`src/rtl/icache_responder.sv`:
```
// ============================================================================
// icache_responder: direct-mapped, one-word-per-line instruction cache that
// answers fetcher requests and refills misses from the memory read port.
// Revision: 1.0
// ============================================================================
`default_nettype none

module icache_responder #(
  parameter int INDEX_BITS = 6,
  parameter int TAG_BITS   = 30 - INDEX_BITS
) (
  input  logic        clk_in,
  input  logic        rst_in,
  input  logic        rdy_in,
  input  logic [31:0] fetch_pc,
  input  logic        fetch_able,
  input  logic        stall,
  input  logic        br_reset,
  output logic [31:0] ins_out,
  output logic        ins_ready,
  output logic        mem_req,
  output logic [31:0] mem_addr,
  input  logic        mem_ready,
  input  logic [31:0] mem_data
);

  localparam int LINES = 1 << INDEX_BITS;

  typedef enum logic [2:0] {
    IDLE  = 3'd0,
    MISS  = 3'd1,
    RESP  = 3'd2,
    COOL  = 3'd3,
    DRAIN = 3'd4
  } state_t;

  state_t                state_q, state_d;
  logic [31:0]           ins_out_q, ins_out_d;
  logic                  ins_ready_q, ins_ready_d;
  logic                  mem_req_q, mem_req_d;
  logic [31:0]           mem_addr_q, mem_addr_d;
  logic [INDEX_BITS-1:0] fill_idx_q, fill_idx_d;
  logic [TAG_BITS-1:0]   fill_tag_q, fill_tag_d;
  logic [LINES-1:0]      valid_q, valid_d;
  logic [TAG_BITS-1:0]   tag_q  [LINES];
  logic [31:0]           data_q [LINES];
  logic                  fill_en;

  logic [INDEX_BITS-1:0] req_idx;
  logic [TAG_BITS-1:0]   req_tag;
  logic                  hit;
  logic                  unused_pc_bits;

  assign req_idx        = fetch_pc[INDEX_BITS+1:2];
  assign req_tag        = fetch_pc[31:INDEX_BITS+2];
  assign hit            = valid_q[req_idx] && (tag_q[req_idx] == req_tag);
  assign unused_pc_bits = ^fetch_pc[1:0];

  always_comb begin
    state_d     = state_q;
    ins_out_d   = ins_out_q;
    ins_ready_d = ins_ready_q;
    mem_req_d   = mem_req_q;
    mem_addr_d  = mem_addr_q;
    fill_idx_d  = fill_idx_q;
    fill_tag_d  = fill_tag_q;
    fill_en     = 1'b0;

    case (state_q)
      IDLE: begin
        if (br_reset) begin
          ins_ready_d = 1'b0;
        end else if (fetch_able) begin
          fill_idx_d = req_idx;
          fill_tag_d = req_tag;
          if (hit) begin
            ins_out_d   = data_q[req_idx];
            ins_ready_d = 1'b1;
            state_d     = RESP;
          end else begin
            mem_req_d  = 1'b1;
            mem_addr_d = {fetch_pc[31:2], 2'b00};
            state_d    = MISS;
          end
        end
      end
      MISS: begin
        if (mem_ready) begin
          mem_req_d = 1'b0;
          fill_en   = 1'b1;
          if (br_reset) begin
            state_d = IDLE;
          end else begin
            ins_out_d   = mem_data;
            ins_ready_d = 1'b1;
            state_d     = RESP;
          end
        end else if (br_reset) begin
          // The memory transaction cannot be cancelled; drain it silently.
          state_d = DRAIN;
        end
      end
      RESP: begin
        if (br_reset) begin
          ins_ready_d = 1'b0;
          state_d     = IDLE;
        end else if (!stall) begin
          ins_ready_d = 1'b0;
          state_d     = COOL;
        end
      end
      COOL: begin
        ins_ready_d = 1'b0;
        state_d     = IDLE;
      end
      DRAIN: begin
        if (mem_ready) begin
          mem_req_d = 1'b0;
          fill_en   = 1'b1;
          state_d   = IDLE;
        end
      end
      default: begin
        state_d = IDLE;
      end
    endcase

    valid_d = valid_q;
    if (fill_en) begin
      valid_d[fill_idx_q] = 1'b1;
    end
  end

  always_ff @(posedge clk_in) begin
    if (rst_in) begin
      state_q     <= IDLE;
      ins_out_q   <= 32'd0;
      ins_ready_q <= 1'b0;
      mem_req_q   <= 1'b0;
      mem_addr_q  <= 32'd0;
      fill_idx_q  <= '0;
      fill_tag_q  <= '0;
      valid_q     <= '0;
    end else if (rdy_in) begin
      state_q     <= state_d;
      ins_out_q   <= ins_out_d;
      ins_ready_q <= ins_ready_d;
      mem_req_q   <= mem_req_d;
      mem_addr_q  <= mem_addr_d;
      fill_idx_q  <= fill_idx_d;
      fill_tag_q  <= fill_tag_d;
      valid_q     <= valid_d;
    end
  end

  // Tag/data arrays need no reset: the valid bits gate every lookup.
  always_ff @(posedge clk_in) begin
    if (!rst_in && rdy_in && fill_en) begin
      tag_q[fill_idx_q]  <= fill_tag_q;
      data_q[fill_idx_q] <= mem_data;
    end
  end

  assign ins_out   = ins_out_q;
  assign ins_ready = ins_ready_q;
  assign mem_req   = mem_req_q;
  assign mem_addr  = mem_addr_q;

endmodule

`default_nettype wire

```
`config.mk`:
```
export PLATFORM = sky130hd
export DESIGN_NAME = icache_responder
export DESIGN_NICKNAME = d
export VERILOG_FILES = /design/src/rtl/icache_responder.sv
export SDC_FILE = /design/constraint.sdc
export NUM_CORES = 2
export LEC_CHECK = 0
export CAP_MARGIN = 40
export CORE_MARGIN = 8
export CORE_UTILIZATION = 55
export DETAILED_ROUTE_END_ITERATION = 8
export PLACE_DENSITY_LB_ADDON = 0.15
export SKIP_LAST_GASP = 1
export SYNTH_ARGS = -nofsm -noshare
export SYNTH_HDL_FRONTEND = slang
export SYNTH_SLANG_ARGS = --single-unit
export TNS_END_PERCENT = 20
```
`constraint.sdc`:
```
create_clock -name clk_in -period 6.63 [get_ports clk_in]
set_input_delay 1.326 -clock clk_in [delete_from_list [all_inputs] [get_ports clk_in]]
set_output_delay 1.326 -clock clk_in [all_outputs]
set_load 0.02 [all_outputs]
```
# After elaboration in Yosys (flattened, before gate mapping)
# Memories as Yosys holds them, arrays and structs flattened.
# Index checks and enable logic that the tools add are counted.
[word_totals] output_inout_bits=66 wordCells=87 mem_count=2 register_bits=161 latchBits=0 ramBits=3584 romBits=0
[memory_table] name="data_q" depth=64 word_bits=32 read_ports=1 rd_ports_with_merged_regs=0 wr=1 line="46" source="logic [31:0] data_q [LINES];"
[memory_table] name="tag_q" depth=64 word_bits=24 read_ports=1 rd_ports_with_merged_regs=0 wr=1 line="45" source="logic [TAG_BITS-1:0] tag_q [LINES];"
[op_classes] addsub=0 n_reduce_logical=17 n_bitwise=3 n_mux=37 shifts=0 n_eq_ne=17 multipliers=0 n_div=0 order_cmp=3
[ops] operator="$mux W32" count=5
[ops] operator="$or A64 B64 Y64" count=1
[ops] operator="$pmux W32 S2" count=1
[ops] operator="$eq A24 B24 Y1" count=1
[ops] operator="$mux W3" count=7
[ops] operator="$mux W1" count=17
[ops] operator="$lt A6 B7 Y1 const B" count=2
[ops] operator="$ne A2 B2 Y1 const B" count=7
[ops] operator="$reduce_and A7 Y1" count=2
[ops] operator="$ne A3 B3 Y1 const B" count=4
[ops] operator="$pmux W3 S4" count=1
[ops] operator="$reduce_and A6 Y1" count=2
[ops] operator="$bmux W1 S6" count=1
[ops] operator="$demux W1 S6" count=1
[ops] operator="$eq A3 B2 Y1 const B" count=2
[ops] operator="$ge A6 B1 Y1 const B" count=1
[ops] operator="$reduce_and A5 Y1" count=1
[ops] operator="$logic_and A1 B1 Y1" count=4
[ops] operator="$mux W2" count=2
[ops] operator="$pmux W1 S4" count=1
[ops] operator="$reduce_and A4 Y1" count=1
[ops] operator="$reduce_bool A2 Y1" count=2
[ops] operator="$reduce_bool A4 Y1" count=1
[ops] operator="$eq A3 B1 Y1 const B" count=1
[ops] operator="8 further kinds" count=9

# Logic depth before layout (Yosys ltp)
[depth] word_depth=7 depth_mapped=20 depth_no_buf=11

# Worst setup path before layout
# OpenSTA, ideal clock, no wires.
[synth_timing] path_type="input-to-reg" start="in fetch_pc[2]" end="reg ins_out_q[14], in the netlist ins_out[14]" slack_ns=1.432 arrival_ns=5.064 setup_time_ns=0.134 path_stages=14 required_ns=6.496 path_buffers=9 cell_sequence="buf_4 -> buf_6 -> buf_4 -> buf_4 -> buf_4 -> buf_4 -> buf_2 -> buf_2 -> buf_1 -> mux4_2 -> mux4_2 -> mux4_2 -> mux2i_1 -> a211oi_1"
[synth_between] elab_chain_cells=5 elab_cells_between_ends=12 classes_between="eq/ne: 2; mux: 6; reduce/logical: 2; memory: 2"
[synth_rtl] element="start: declaration" line="15" source="input logic [31:0] fetch_pc,"
[synth_rtl] element="$mem_v2 Z64 W24 (tied with other cells)"
[synth_rtl] element="$eq A24 B24 Y1 (tied with other cells)" line="56" source="assign hit = valid_q[req_idx] && (tag_q[req_idx] == req_tag);"
[synth_rtl] element="$logic_and A1 B1 Y1 or $mux W32 (tied branches)" line="56, 73"
[synth_rtl] element="$ne A2 B2 Y1 (no line) or $mux W32 (tied branches)"
[synth_rtl] element="$reduce_and A7 Y1 (no line) or $pmux W32 S2 (tied branches)"
[synth_rtl] element="end signal: assignment" line="146" source="ins_out_q <= ins_out_d;"
[synth_rtl] element="end: declaration" line="38" source="logic [31:0] ins_out_q, ins_out_d;"
# Several ways; a longest one is shown, not always the timed one. The select of a mux whose other input is x is not followed.
# A chain may end at the register's enable or synchronous reset.

# Final worst setup path
[layout_timing] start="in fetch_pc[2]" end="reg ins_out_q[28], in the netlist ins_out[28]"
# Same word-level chain as after synthesis.

==> results.toml <==
[cts]
clk_path_buf_depth = 4
cts_resized = 0
ctsHoldBuffers = 0
tritoncts = "done"
cts_buffers = 386
root_buffer = "clkbuf_16"
htreeDepth = 5
cts_setup_buffers = 0
clkLatencyLatePin_ns = 0.96
clock-sinks = 3745
cts.clk_slew.worst_paths_ns = 0.06

[grt]
grt_pass1_vias = 71200
grt_pass1_wl_um = 555000
grt_max_degree = 128
overflow = 0
grt.total_usage_pct = 28.4
antenna_found_initial = 16

[routing]
drc_errors = 0
drtIter0Drc = 10600
wirelength_um = 399000
num_vias = 72400
final_antenna_net_count = 0
viasPerCell = 6.82
wl_per_cell_um = 37.5
firstDrtPassIters = 6

[floorplanning]
die_h_um = 527
rows = 187
dieArea_um2 = 277000
core_area_um2 = 259000
die_w_um = 527
ios = 137
start_util_pct = 55.3

[worst_setup_path]
r2r_setup_slack_ns = 2.00
worstSetupStartpoint = "fetch_pc[2]"
r2r-start = "tag_q[43][4]"
cp-end-kind = "flop"
rr_endpoint = "mem_addr[16]"
r2r_cells = 13
worstPathMaxFanout = 52
worstPathRequired_ns = 7.45
worst_setup_path_start_kind = "input pin"
cp-endpoint = "ins_out[28]"
worstSetupPathType = "in -> reg"
arrival_ns = 6.17

[timing]
tightestPinTransition_ns = 0.980
slew_violations = 0
period_minus_slack_ns = 5.35
min_period_over_period_pct = 80.7
max_freq_mhz = 187
finalSetupViolCount = 0
grt_setup_unrepaired = "false"
fin_skew_ns = 0.0662
final-hold-violation-count = 0
slew_headroom_pct = 34.7
setup_tns_ns = 0

[power_and_ir_drop]
leakagePower_nw = 51.8
power_density_nw_per_um2 = 298
ir_drop_v = 0.000306

[cells_and_area]
nets = 6989
drive_gt1_share_pct = 28.4
utilization_pct = 63.3
syn_to_final_growth_pct = 14.6
n_fill_cell = 17100

[yosys]
yosysTopAreaCellShare_pct = 75.1
synth_top_area_cell = "edfxtp_1"
synth_edf_count = 3584
synth-async-reset-ratio_pct = 0
ys_types = 66
synthFlopType = "edfxtp_1"
seq_area_frac_synth_pct = 77.3
yosys_register_bits = 3745
syn-mean-instance-area_um2 = 22.5
synth_area_leaders = "edfxtp_1 75%, mux4_2 15%, dfxtp_1 2.2%, mux2i_1 2.0%, nand2_1 0.57%"
syn_area_um2 = 143000
netlist_instances = 6383
synth_warnings = 0

[outcome]
status = "finished, final reports clean"

[placed_design]
portBuffers = 132
gp_congestion = 0.847
hpwl_um = 217000

[worst_hold_path]
hold_class = "reg -> reg"

[run]
max_cap_viol_count = 0
routing by layer:
layer	up-vias	global-route usage, %	wire length [um]
met5	-	0	0
met4	0	9.26	14800
met3	761	5.43	43100
met2	4463	44.8	190000
met1	39000	40.6	151000
li1	28200	-	-
cells by family (layout without fill, tap and decap cells):
group	after synthesis	in the layout	share of synthesized area, %
compound gates	390	390	1.93
xor+xnor	21	21	0.128
flops	3745	3745	77.3
other cells	1	11	0.00262
mux	1290	1290	17.6
simple gates	567	567	1.87
buf+inv	369	1197	1.20
power breakdown:
| part | switching [mW] | internal [mW] |
|---|---|---|
| registers | 0.0492 | 25.9 |
| clock network | 8.78 | 11.9 |
| logic | 1.38 | 0.951 |
| total | 10.2 | 38.8 |
cells in the mapped netlist, types with 5 or more instances:
cell,n
a211oi_1,42
a21o_1,66
a21oi_1,60
a221oi_1,14
a22o_1,9
a22oi_1,106
a31oi_1,10
a32oi_1,11
and2_1,10
and3_1,20
buf_1,39
buf_2,152
buf_4,25
buf_6,6
clkbuf_1,137
dfxtp_1,161
edfxtp_1,3584
inv_1,7
mux2_2,22
mux2i_1,288
mux4_2,980
nand2_1,216
nand2b_1,8
nand3_1,68
nand3b_1,5
nand4_1,15
nand4b_1,6
nor2_1,128
nor2b_1,33
nor3_1,10
nor3b_1,5
nor4_1,9
nor4b_1,6
o211ai_1,5
o21ai_0,26
o22ai_1,13
or3_1,8
xnor2_1,10
xor2_1,11
state kept, by name, indices dropped and copies added (netlist names):
| name | flops |
|---|---|
| data_q | 2048 |
| tag_q | 1536 |
| valid_q | 64 |
| ins_out | 32 |
| mem_addr | 30 |
| fill_tag_q | 24 |
| fill_idx_q | 6 |
| state_q | 3 |
| ins_ready | 1 |
| mem_req | 1 |
how the worst min path moves through the flow:
stage / startpoint / cells past startpoint / to / slack (ns)
floorplan: valid_q[10] / 1 / valid_q[10] / 0.42
global placement: valid_q[10] / 1 / valid_q[10] / 0.43
detailed placement: valid_q[18] / 1 / valid_q[18] / 0.43
CTS: valid_q[18] / 1 / valid_q[18] / 0.45
global route: valid_q[18] / 1 / valid_q[18] / 0.46
finish: valid_q[42] / 1 / valid_q[42] / 0.45
cells in the final DEF (no fill, tap or decap), drive strengths merged, types with 13 or more instances in the layout:
master,instances
edfxtp,3584
mux4,980
clkbuf,472
buf,411
mux2i,288
nand2,216
clkinv,166
dfxtp,161
nor2,128
a22oi,106
clkdlybuf4s50,94
nand3,68
a21o,66
a21oi,60
a211oi,42
nor2b,33
o21ai,26
bufinv,25
mux2,22
and3,20
clkinvlp,16
nand4,15
a221oi,14
o22ai,13
inv,13
critical path, cell delays in order:
cell and delay [ns]:
buf_16 0.34, buf_4 0.56, mux4_2 0.59, a221o_1 0.35
a21oi_1 0.22, a311oi_1 0.14, nor3_1 0.53, xnor2_1 0.17
a2111o_1 0.39, nor4_1 0.33, buf_2 0.24, buf_4 0.12
a21o_4 0.17, buf_12 0.20, nor2_1 0.06, a211oi_1 0.22
cell type report:
class	count	area (um2)	area share [%]
multi-input cells	2270	31400	19.1
flip-flops and latches	3745	111000	67.5
clock buffers	472	10200	6.21
inverters	10	40.0	0.0244
repair buffers	505	5840	3.55
clock inverters	210	1750	1.06
well taps	3402	4260	2.59
diodes	9	22.5	0.0137
per-stage QoR:
stage | total power, mW | setup WS [ns] | cell area, um2 | cells | hold WS [ns]
after CTS | 49.2 | 1.40 | 164000 | 10600 | 0.448
final | 49.0 | 1.28 | 164000 | 10600 | 0.449
after global placement | 28.7 | 0.0557 | 151000 | 9863 | 0.427
after detailed placement | 28.8 | 0.425 | 152000 | 9924 | 0.433
after global routing | 50.2 | 1.20 | 164000 | 10600 | 0.455
after floorplan | 27.9 | 1.43 | 143000 | 6384 | 0.421
Note: power is estimated with default switching activity, not from simulation.
